--- src/rtl/usb_pkg.sv ---
// Shared constants for the USB packet encoder: PID nibbles, FSM encoding
// and CRC16 parameters.
package usb_pkg;

   localparam logic [3:0] PID_ACK   = 4'b0010;
   localparam logic [3:0] PID_NAK   = 4'b1010;
   localparam logic [3:0] PID_STALL = 4'b1110;
   localparam logic [3:0] PID_NYET  = 4'b0110;
   localparam logic [3:0] PID_OUT   = 4'b0001;
   localparam logic [3:0] PID_IN    = 4'b1001;
   localparam logic [3:0] PID_SOF   = 4'b0101;
   localparam logic [3:0] PID_SETUP = 4'b1101;
   localparam logic [3:0] PID_DATA0 = 4'b0011;
   localparam logic [3:0] PID_DATA1 = 4'b1011;
   localparam logic [3:0] PID_DATA2 = 4'b0111;
   localparam logic [3:0] PID_MDATA = 4'b1111;

   // Low two PID bits select the packet class; the caller supplies the upper two.
   localparam logic [1:0] PID_SUF_HSK  = 2'b10;
   localparam logic [1:0] PID_SUF_TOK  = 2'b01;
   localparam logic [1:0] PID_SUF_DATA = 2'b11;

   localparam logic [15:0] CRC16_INIT      = 16'hFFFF;
   localparam logic [15:0] CRC16_POLY_REFL = 16'hA001;

   typedef enum logic [2:0] {
      ST_IDLE,
      ST_PID,
      ST_TOK1,
      ST_TOK2,
      ST_PAYLOAD,
      ST_CRC_LO,
      ST_CRC_HI,
      ST_DONE
   } enc_state_t;

   typedef enum logic [1:0] {
      KIND_HSK,
      KIND_TOK,
      KIND_DATA
   } pkt_kind_t;

   function automatic logic [7:0] pid_byte(input logic [3:0] pid);
      return {~pid, pid};
   endfunction

endpackage

--- src/rtl/usb_crc16_byte.sv ---
// Combinational one-byte update of the USB data CRC16 (reflected 0x8005),
// bits consumed LSB first.
module usb_crc16_byte
   import usb_pkg::*;
(
   input  logic [15:0] crc_i,
   input  logic [7:0]  data_i,
   output logic [15:0] crc_o
);

   logic [15:0] crc_work;

   always_comb begin
      crc_work = crc_i;
      for (int i = 0; i < 8; i++) begin
         if (crc_work[0] ^ data_i[i]) begin
            crc_work = (crc_work >> 1) ^ CRC16_POLY_REFL;
         end else begin
            crc_work = crc_work >> 1;
         end
      end
      crc_o = crc_work;
   end

endmodule

--- src/rtl/usb_packet_encoder.sv ---
// Byte-wide USB 2.0 TX packet encoder (handshake / token / data + CRC16).
// Optional USB_ENC_TVALID_END_EN: a payload gap (trn_tvalid_i low) ends the payload.
module usb_packet_encoder
   import usb_pkg::*;
(
   input  logic        clock,
   input  logic        reset,
   output logic        tx_tvalid_o,
   input  logic        tx_tready_i,
   output logic        tx_tlast_o,
   output logic [7:0]  tx_tdata_o,
   input  logic        hsk_send_i,
   output logic        hsk_done_o,
   input  logic [1:0]  hsk_type_i,
   input  logic        tok_send_i,
   output logic        tok_done_o,
   input  logic [1:0]  tok_type_i,
   input  logic [15:0] tok_data_i,
   input  logic        trn_start_i,
   input  logic [1:0]  trn_type_i,
   input  logic        trn_tvalid_i,
   output logic        trn_tready_o,
   input  logic        trn_tlast_i,
   input  logic [7:0]  trn_tdata_i
);

   enc_state_t  state_reg, state_next;
   pkt_kind_t   kind_reg, kind_next;
   logic [15:0] tok_reg, tok_next;
   logic [15:0] crc_reg, crc_next;
   logic        trn_pend_reg, trn_pend_next;
   logic        zlp_reg, zlp_next;
   logic [1:0]  trn_type_reg, trn_type_next;
   logic        tx_tvalid_reg, tx_tvalid_next;
   logic        tx_tlast_reg, tx_tlast_next;
   logic [7:0]  tx_tdata_reg, tx_tdata_next;

   logic [15:0] crc_upd;
   logic        out_free;
   logic        out_accept;
   logic        pay_ready;
   logic [1:0]  data_type_sel;

   usb_crc16_byte u_crc (
      .crc_i  (crc_reg),
      .data_i (trn_tdata_i),
      .crc_o  (crc_upd)
   );

   // The output register can take a new byte when empty or being drained this cycle.
   assign out_free      = !tx_tvalid_reg || tx_tready_i;
   assign out_accept    = tx_tvalid_reg && tx_tready_i;
   assign pay_ready     = (state_reg == ST_PAYLOAD) && out_free;
   assign data_type_sel = trn_start_i ? trn_type_i : trn_type_reg;

   always_comb begin
      state_next     = state_reg;
      kind_next      = kind_reg;
      tok_next       = tok_reg;
      crc_next       = crc_reg;
      trn_pend_next  = trn_pend_reg | trn_start_i;
      zlp_next       = trn_start_i ? !trn_tvalid_i : zlp_reg;
      trn_type_next  = data_type_sel;
      tx_tvalid_next = tx_tvalid_reg;
      tx_tlast_next  = tx_tlast_reg;
      tx_tdata_next  = tx_tdata_reg;

      case (state_reg)
         ST_IDLE: begin
            if (hsk_send_i) begin
               kind_next      = KIND_HSK;
               tx_tvalid_next = 1'b1;
               tx_tlast_next  = 1'b1;
               tx_tdata_next  = pid_byte({hsk_type_i, PID_SUF_HSK});
               state_next     = ST_PID;
            end else if (tok_send_i) begin
               kind_next      = KIND_TOK;
               tok_next       = tok_data_i;
               tx_tvalid_next = 1'b1;
               tx_tlast_next  = 1'b0;
               tx_tdata_next  = pid_byte({tok_type_i, PID_SUF_TOK});
               state_next     = ST_PID;
            end else if (trn_start_i || trn_pend_reg) begin
               kind_next      = KIND_DATA;
               crc_next       = CRC16_INIT;
               trn_pend_next  = 1'b0;
               tx_tvalid_next = 1'b1;
               tx_tlast_next  = 1'b0;
               tx_tdata_next  = pid_byte({data_type_sel, PID_SUF_DATA});
               state_next     = ST_PID;
            end
         end
         ST_PID: begin
            if (out_accept) begin
               case (kind_reg)
                  KIND_HSK: begin
                     tx_tvalid_next = 1'b0;
                     state_next     = ST_DONE;
                  end
                  KIND_TOK: begin
                     tx_tdata_next = tok_reg[7:0];
                     tx_tlast_next = 1'b0;
                     state_next    = ST_TOK1;
                  end
                  default: begin
                     tx_tvalid_next = 1'b0;
                     state_next     = zlp_reg ? ST_CRC_LO : ST_PAYLOAD;
                  end
               endcase
            end
         end
         ST_TOK1: begin
            if (out_accept) begin
               tx_tdata_next = tok_reg[15:8];
               tx_tlast_next = 1'b1;
               state_next    = ST_TOK2;
            end
         end
         ST_TOK2: begin
            if (out_accept) begin
               tx_tvalid_next = 1'b0;
               state_next     = ST_DONE;
            end
         end
         ST_PAYLOAD: begin
            if (out_free) begin
               if (trn_tvalid_i) begin
                  tx_tvalid_next = 1'b1;
                  tx_tlast_next  = 1'b0;
                  tx_tdata_next  = trn_tdata_i;
                  crc_next       = crc_upd;
                  if (trn_tlast_i) begin
                     state_next = ST_CRC_LO;
                  end
               end else begin
                  tx_tvalid_next = 1'b0;
`ifdef USB_ENC_TVALID_END_EN
                  state_next     = ST_CRC_LO;
`endif
               end
            end
         end
         ST_CRC_LO: begin
            if (out_free) begin
               tx_tvalid_next = 1'b1;
               tx_tlast_next  = 1'b0;
               tx_tdata_next  = ~crc_reg[7:0];
               state_next     = ST_CRC_HI;
            end
         end
         ST_CRC_HI: begin
            // Output holds the low CRC byte first, then the high byte flagged tlast.
            if (out_accept) begin
               if (tx_tlast_reg) begin
                  tx_tvalid_next = 1'b0;
                  state_next     = ST_DONE;
               end else begin
                  tx_tdata_next = ~crc_reg[15:8];
                  tx_tlast_next = 1'b1;
               end
            end
         end
         ST_DONE: begin
            tx_tvalid_next = 1'b0;
            state_next     = ST_IDLE;
         end
         default: begin
            tx_tvalid_next = 1'b0;
            state_next     = ST_IDLE;
         end
      endcase
   end

   always_ff @(posedge clock) begin
      if (reset) begin
         state_reg     <= ST_IDLE;
         kind_reg      <= KIND_HSK;
         tok_reg       <= 16'h0000;
         crc_reg       <= CRC16_INIT;
         trn_pend_reg  <= 1'b0;
         zlp_reg       <= 1'b0;
         trn_type_reg  <= 2'b00;
         tx_tvalid_reg <= 1'b0;
         tx_tlast_reg  <= 1'b0;
         tx_tdata_reg  <= 8'h00;
      end else begin
         state_reg     <= state_next;
         kind_reg      <= kind_next;
         tok_reg       <= tok_next;
         crc_reg       <= crc_next;
         trn_pend_reg  <= trn_pend_next;
         zlp_reg       <= zlp_next;
         trn_type_reg  <= trn_type_next;
         tx_tvalid_reg <= tx_tvalid_next;
         tx_tlast_reg  <= tx_tlast_next;
         tx_tdata_reg  <= tx_tdata_next;
      end
   end

   assign tx_tvalid_o  = tx_tvalid_reg;
   assign tx_tlast_o   = tx_tlast_reg;
   assign tx_tdata_o   = tx_tdata_reg;
   assign trn_tready_o = pay_ready;
   assign hsk_done_o   = (state_reg == ST_DONE) && (kind_reg == KIND_HSK);
   assign tok_done_o   = (state_reg == ST_DONE) && (kind_reg == KIND_TOK);

endmodule

--- config.mk ---
export PLATFORM = sky130hd
export DESIGN_NAME = usb_packet_encoder
export DESIGN_NICKNAME = d
export VERILOG_FILES = /design/src/rtl/usb_pkg.sv /design/src/rtl/usb_crc16_byte.sv /design/src/rtl/usb_packet_encoder.sv
export SDC_FILE = /design/constraint.sdc
export NUM_CORES = 1
export LEC_CHECK = 0
export ABC_CLOCK_PERIOD_IN_PS = 3400
export CORE_ASPECT_RATIO = 0.7
export CORE_MARGIN = 2
export CORE_UTILIZATION = 45
export CTS_CLUSTER_SIZE = 24
export DETAILED_ROUTE_END_ITERATION = 10
export GPL_TIMING_DRIVEN = 1
export PLACE_DENSITY = 0.75
export SETUP_SLACK_MARGIN = 0.4
export SLEW_MARGIN = 20
export SYNTH_ARGS = -nofsm -noshare
export SYNTH_HDL_FRONTEND = slang
export SYNTH_SLANG_ARGS = --single-unit
--- constraint.sdc ---
create_clock -name clock -period 3.4 [get_ports clock]
set_input_delay 0.68 -clock clock [delete_from_list [all_inputs] [get_ports clock]]
set_output_delay 0.68 -clock clock [all_outputs]
set_load 0.02 [all_outputs]
==> results.toml <==
[drt]
drc = 0
drtIter0Drc = 198
ant_nets = 0
drtPass1Iterations = 4
vias = 2642
totalWireLength_um = 7450
viasPerCell = 5.49
wire_per_inst_um = 15.5

[logic_synthesis]
synth_ff_type = "dfxtp_1"
yosys_warnings = 0
synth_cells = 363
synth_edf_count = 0
ys_seq_area_share_pct = 35.9
synthArstFlopShare_pct = 0
synth_seq_cells = 51
syn_avg_cell_area_sq_um = 7.84
synthesis.nets = 401
synth_cell_types = 54
synth.cell_area_sq_um = 2850

[critical_path]
max_stage_delay_ps = 620
cp_cell_sequence = "nor2_8 -> nand2_2 -> nor2_1 -> clkdlybuf4s50_1"
path_max_fanout = 16
crit_end = "trn_tready_o"
reg2reg_depth = 7
crit_family = "simple AND/OR/NAND/NOR gates"
crit-reg2reg-launch = "state_reg[1]$_SDFFE_PP0P_"
start_kind = "flop"
r2r_slack_ps = 850
endpoint_kind = "output port"
arrival_ps = 2150
critical-path-slowest-cell = "clkdlybuf4s50_1"
critical_path_class = "reg -> out"
crit_buf_inv = 1
reg2reg_to = "tx_tdata_o[6]$_SDFFE_PP0P_"
required_ps = 2720
crit_cells = 4
crit_start = "state_reg[1]$_SDFFE_PP0P_"

[cells_and_area]
syn_to_final_growth_pct = 21.5
final_net_count = 440
drive_above_1_share_pct = 6.70
layout.area.seq_sq_um = 1020
final_core_util_pct = 55.9
multi_input_area_sq_um = 1670
antenna_cells = 0
final_cell_area_sq_um = 3460
nFillCells = 593

[power]
powerDensity_nw_per_um2 = 732
power_frac_seq_pct = 33.1
power_switching_mw = 1.11
pwr-share-comb_pct = 51.6
swShare_pct = 43.7
leakage_nw = 1.29
clkPwrFrac_pct = 15.4
power.internal_mw = 1.42
irDropWorstVdd_uv = 306

[floorplanning]
die_area_sq_um = 6990
rows = 24
core_area_sq_um = 6190
die_h_um = 70.6
io_pins = 51
die_w_um = 99.1
start_util_pct = 46.0

[run]
max_cap_viol_count = 0

[timing]
min_period_ps = 2830
fin_worst_skew_ps = 11.4
relSlewSlack_pct = 53.6
finalSetupTns_ps = 0
fin_ws_ps = 568
rsz0062_at_grt = "false"
fin_crit_sh_pct = 83.3
hold_viol = 0
report.final.setup_viol = 0
maxSlewViolCount = 0
worst_pin_slew_ps = 695
max_freq_mhz = 353

[clock_network]
cts_resized = 0
cts_max_level = 2
clock_sinks = 51
cts-root-buf = "clkbuf_8"
cts_buffers = 5
clkLatencyLatePin_ps = 310
hold_buffers = 0
postCtsSetupBuffers = 0
clkTransAtPathRegs_ps = 80
cts_tree = "yes"
clk_path_buf_depth = 2

[global_route]
overflow = 0
grt_pass1_vias = 2414
globalRouteTotalUtil_pct = 21.6
grt_max_degree = 34
antenna_found_initial = 0
grt_pass1_wl_um = 12000

[placed_design]
placed_area_sq_um = 3360
portBuffers = 50
pre_cts_ws_ps = 506
routabilityCongestion = 0.871
dp_hpwl_um = 5490

[worst_hold_path]
hold_class = "reg -> reg"

[status]
status = "completed"
kinds of logic (layout without fill, tap and decap cells):
group,after synthesis,in the layout,share of synthesized area (%)
compound gates,100,100,22.4
simple gates,151,151,24.7
mux,11,11,4.39
xor+xnor,20,20,6.99
flops,51,51,35.9
buf+inv,30,70,5.67
worst min-delay path, stage by stage (launching register included):
cell,delay (ps)
dfxtp_1,320
nand2_1,50
a21oi_1,50
placed cells by master (no fill, tap or decap), types with 2 or more instances in the layout:
cell type / instances
nand2_1: 52
dfxtp_1: 51
clkdlybuf4s50_1: 50
nor2_1: 45
a21oi_1: 34
nor3_1: 21
o21ai_0: 14
xnor2_1: 12
o21bai_1: 12
nand2b_1: 8
mux2i_1: 8
buf_4: 8
nor2b_1: 7
o211ai_1: 7
a22oi_1: 7
clkbuf_8: 7
xor2_1: 6
a211oi_1: 6
a31oi_1: 4
nand3_1: 3
o22ai_1: 3
o21ai_1: 3
inv_1: 3
or3_1: 2
and2_1: 2
or2_1: 2
mux2_1: 2
power by group through the flow:
stage / clock [mW] / sequential, mW / combinational (mW)
final: 0.389 / 0.837 / 1.31
after CTS: 0.394 / 0.835 / 1.29
after global routing: 0.422 / 0.853 / 1.45
after floorplan: 0 / 0.815 / 0.993
after global placement: 0 / 0.844 / 1.27
after detailed placement: 0 / 0.848 / 1.28
cell usage after synthesis, drive strengths merged, types with 4 or more instances:
library cell / number / area (sq um)
o211ai: 7 / 52.6
nor2b: 7 / 43.8
xnor2: 13 / 121
mux2i: 8 / 80.1
o21ai: 17 / 85.1
xor2: 6 / 52.6
a21oi: 34 / 170
clkbuf: 13 / 58.8
buf: 13 / 87.6
dfxtp: 51 / 1020
inv: 4 / 15.0
nand2: 54 / 213
nand2b: 8 / 50.1
a211oi: 7 / 57.6
o21bai: 12 / 90.1
a31oi: 4 / 25.0
nor3: 21 / 105
a22oi: 7 / 52.6
nor2: 46 / 189
cell type report:
| cell class | instances | area share, % |
|---|---|---|
| multi-input cells | 282 | 48.1 |
| flip-flops and latches | 51 | 29.5 |
| repair buffers | 58 | 16.2 |
| clock buffers | 8 | 2.89 |
| well taps | 78 | 2.82 |
| inverters | 4 | 0.434 |
metrics by stage:
| stage | hold slack, ps | power [mW] | instances |
|---|---|---|---|
| floorplan | 433 | 1.81 | 363 |
| global placement | 442 | 2.12 | 473 |
| detailed placement | 448 | 2.13 | 473 |
| CTS | 461 | 2.52 | 481 |
| global route | 489 | 2.72 | 481 |
| finish | 460 | 2.53 | 481 |
worst min path at each step:
stage                          startpoint                    endpoint  slack, ps  cells after the start
3_3_place_gp   tx_tdata_o[0]$_SDFFE_PP0P_  tx_tdata_o[0]$_SDFFE_PP0P_        440                      2
6_report          tok_reg[6]$_SDFFE_PP0P_     tok_reg[6]$_SDFFE_PP0P_        460                      2
5_1_grt           tok_reg[3]$_SDFFE_PP0P_     tok_reg[3]$_SDFFE_PP0P_        490                      2
3_5_place_dp   tx_tdata_o[7]$_SDFFE_PP0P_  tx_tdata_o[7]$_SDFFE_PP0P_        450                      2
4_1_cts          tok_reg[12]$_SDFFE_PP0P_    tok_reg[12]$_SDFFE_PP0P_        460                      2
2_1_floorplan     tok_reg[9]$_SDFFE_PP0P_     tok_reg[9]$_SDFFE_PP0P_        430                      2
per-layer routing:
layer	GRT usage [%]	vias up	share of wire, %
met2	30.6	101	40
met4	4.41	0	0.70
met5	0	-	0
met3	5.14	7	9.7
li1	-	1337	-
met1	33.3	1197	49
Power figures use the tool's default switching activity.
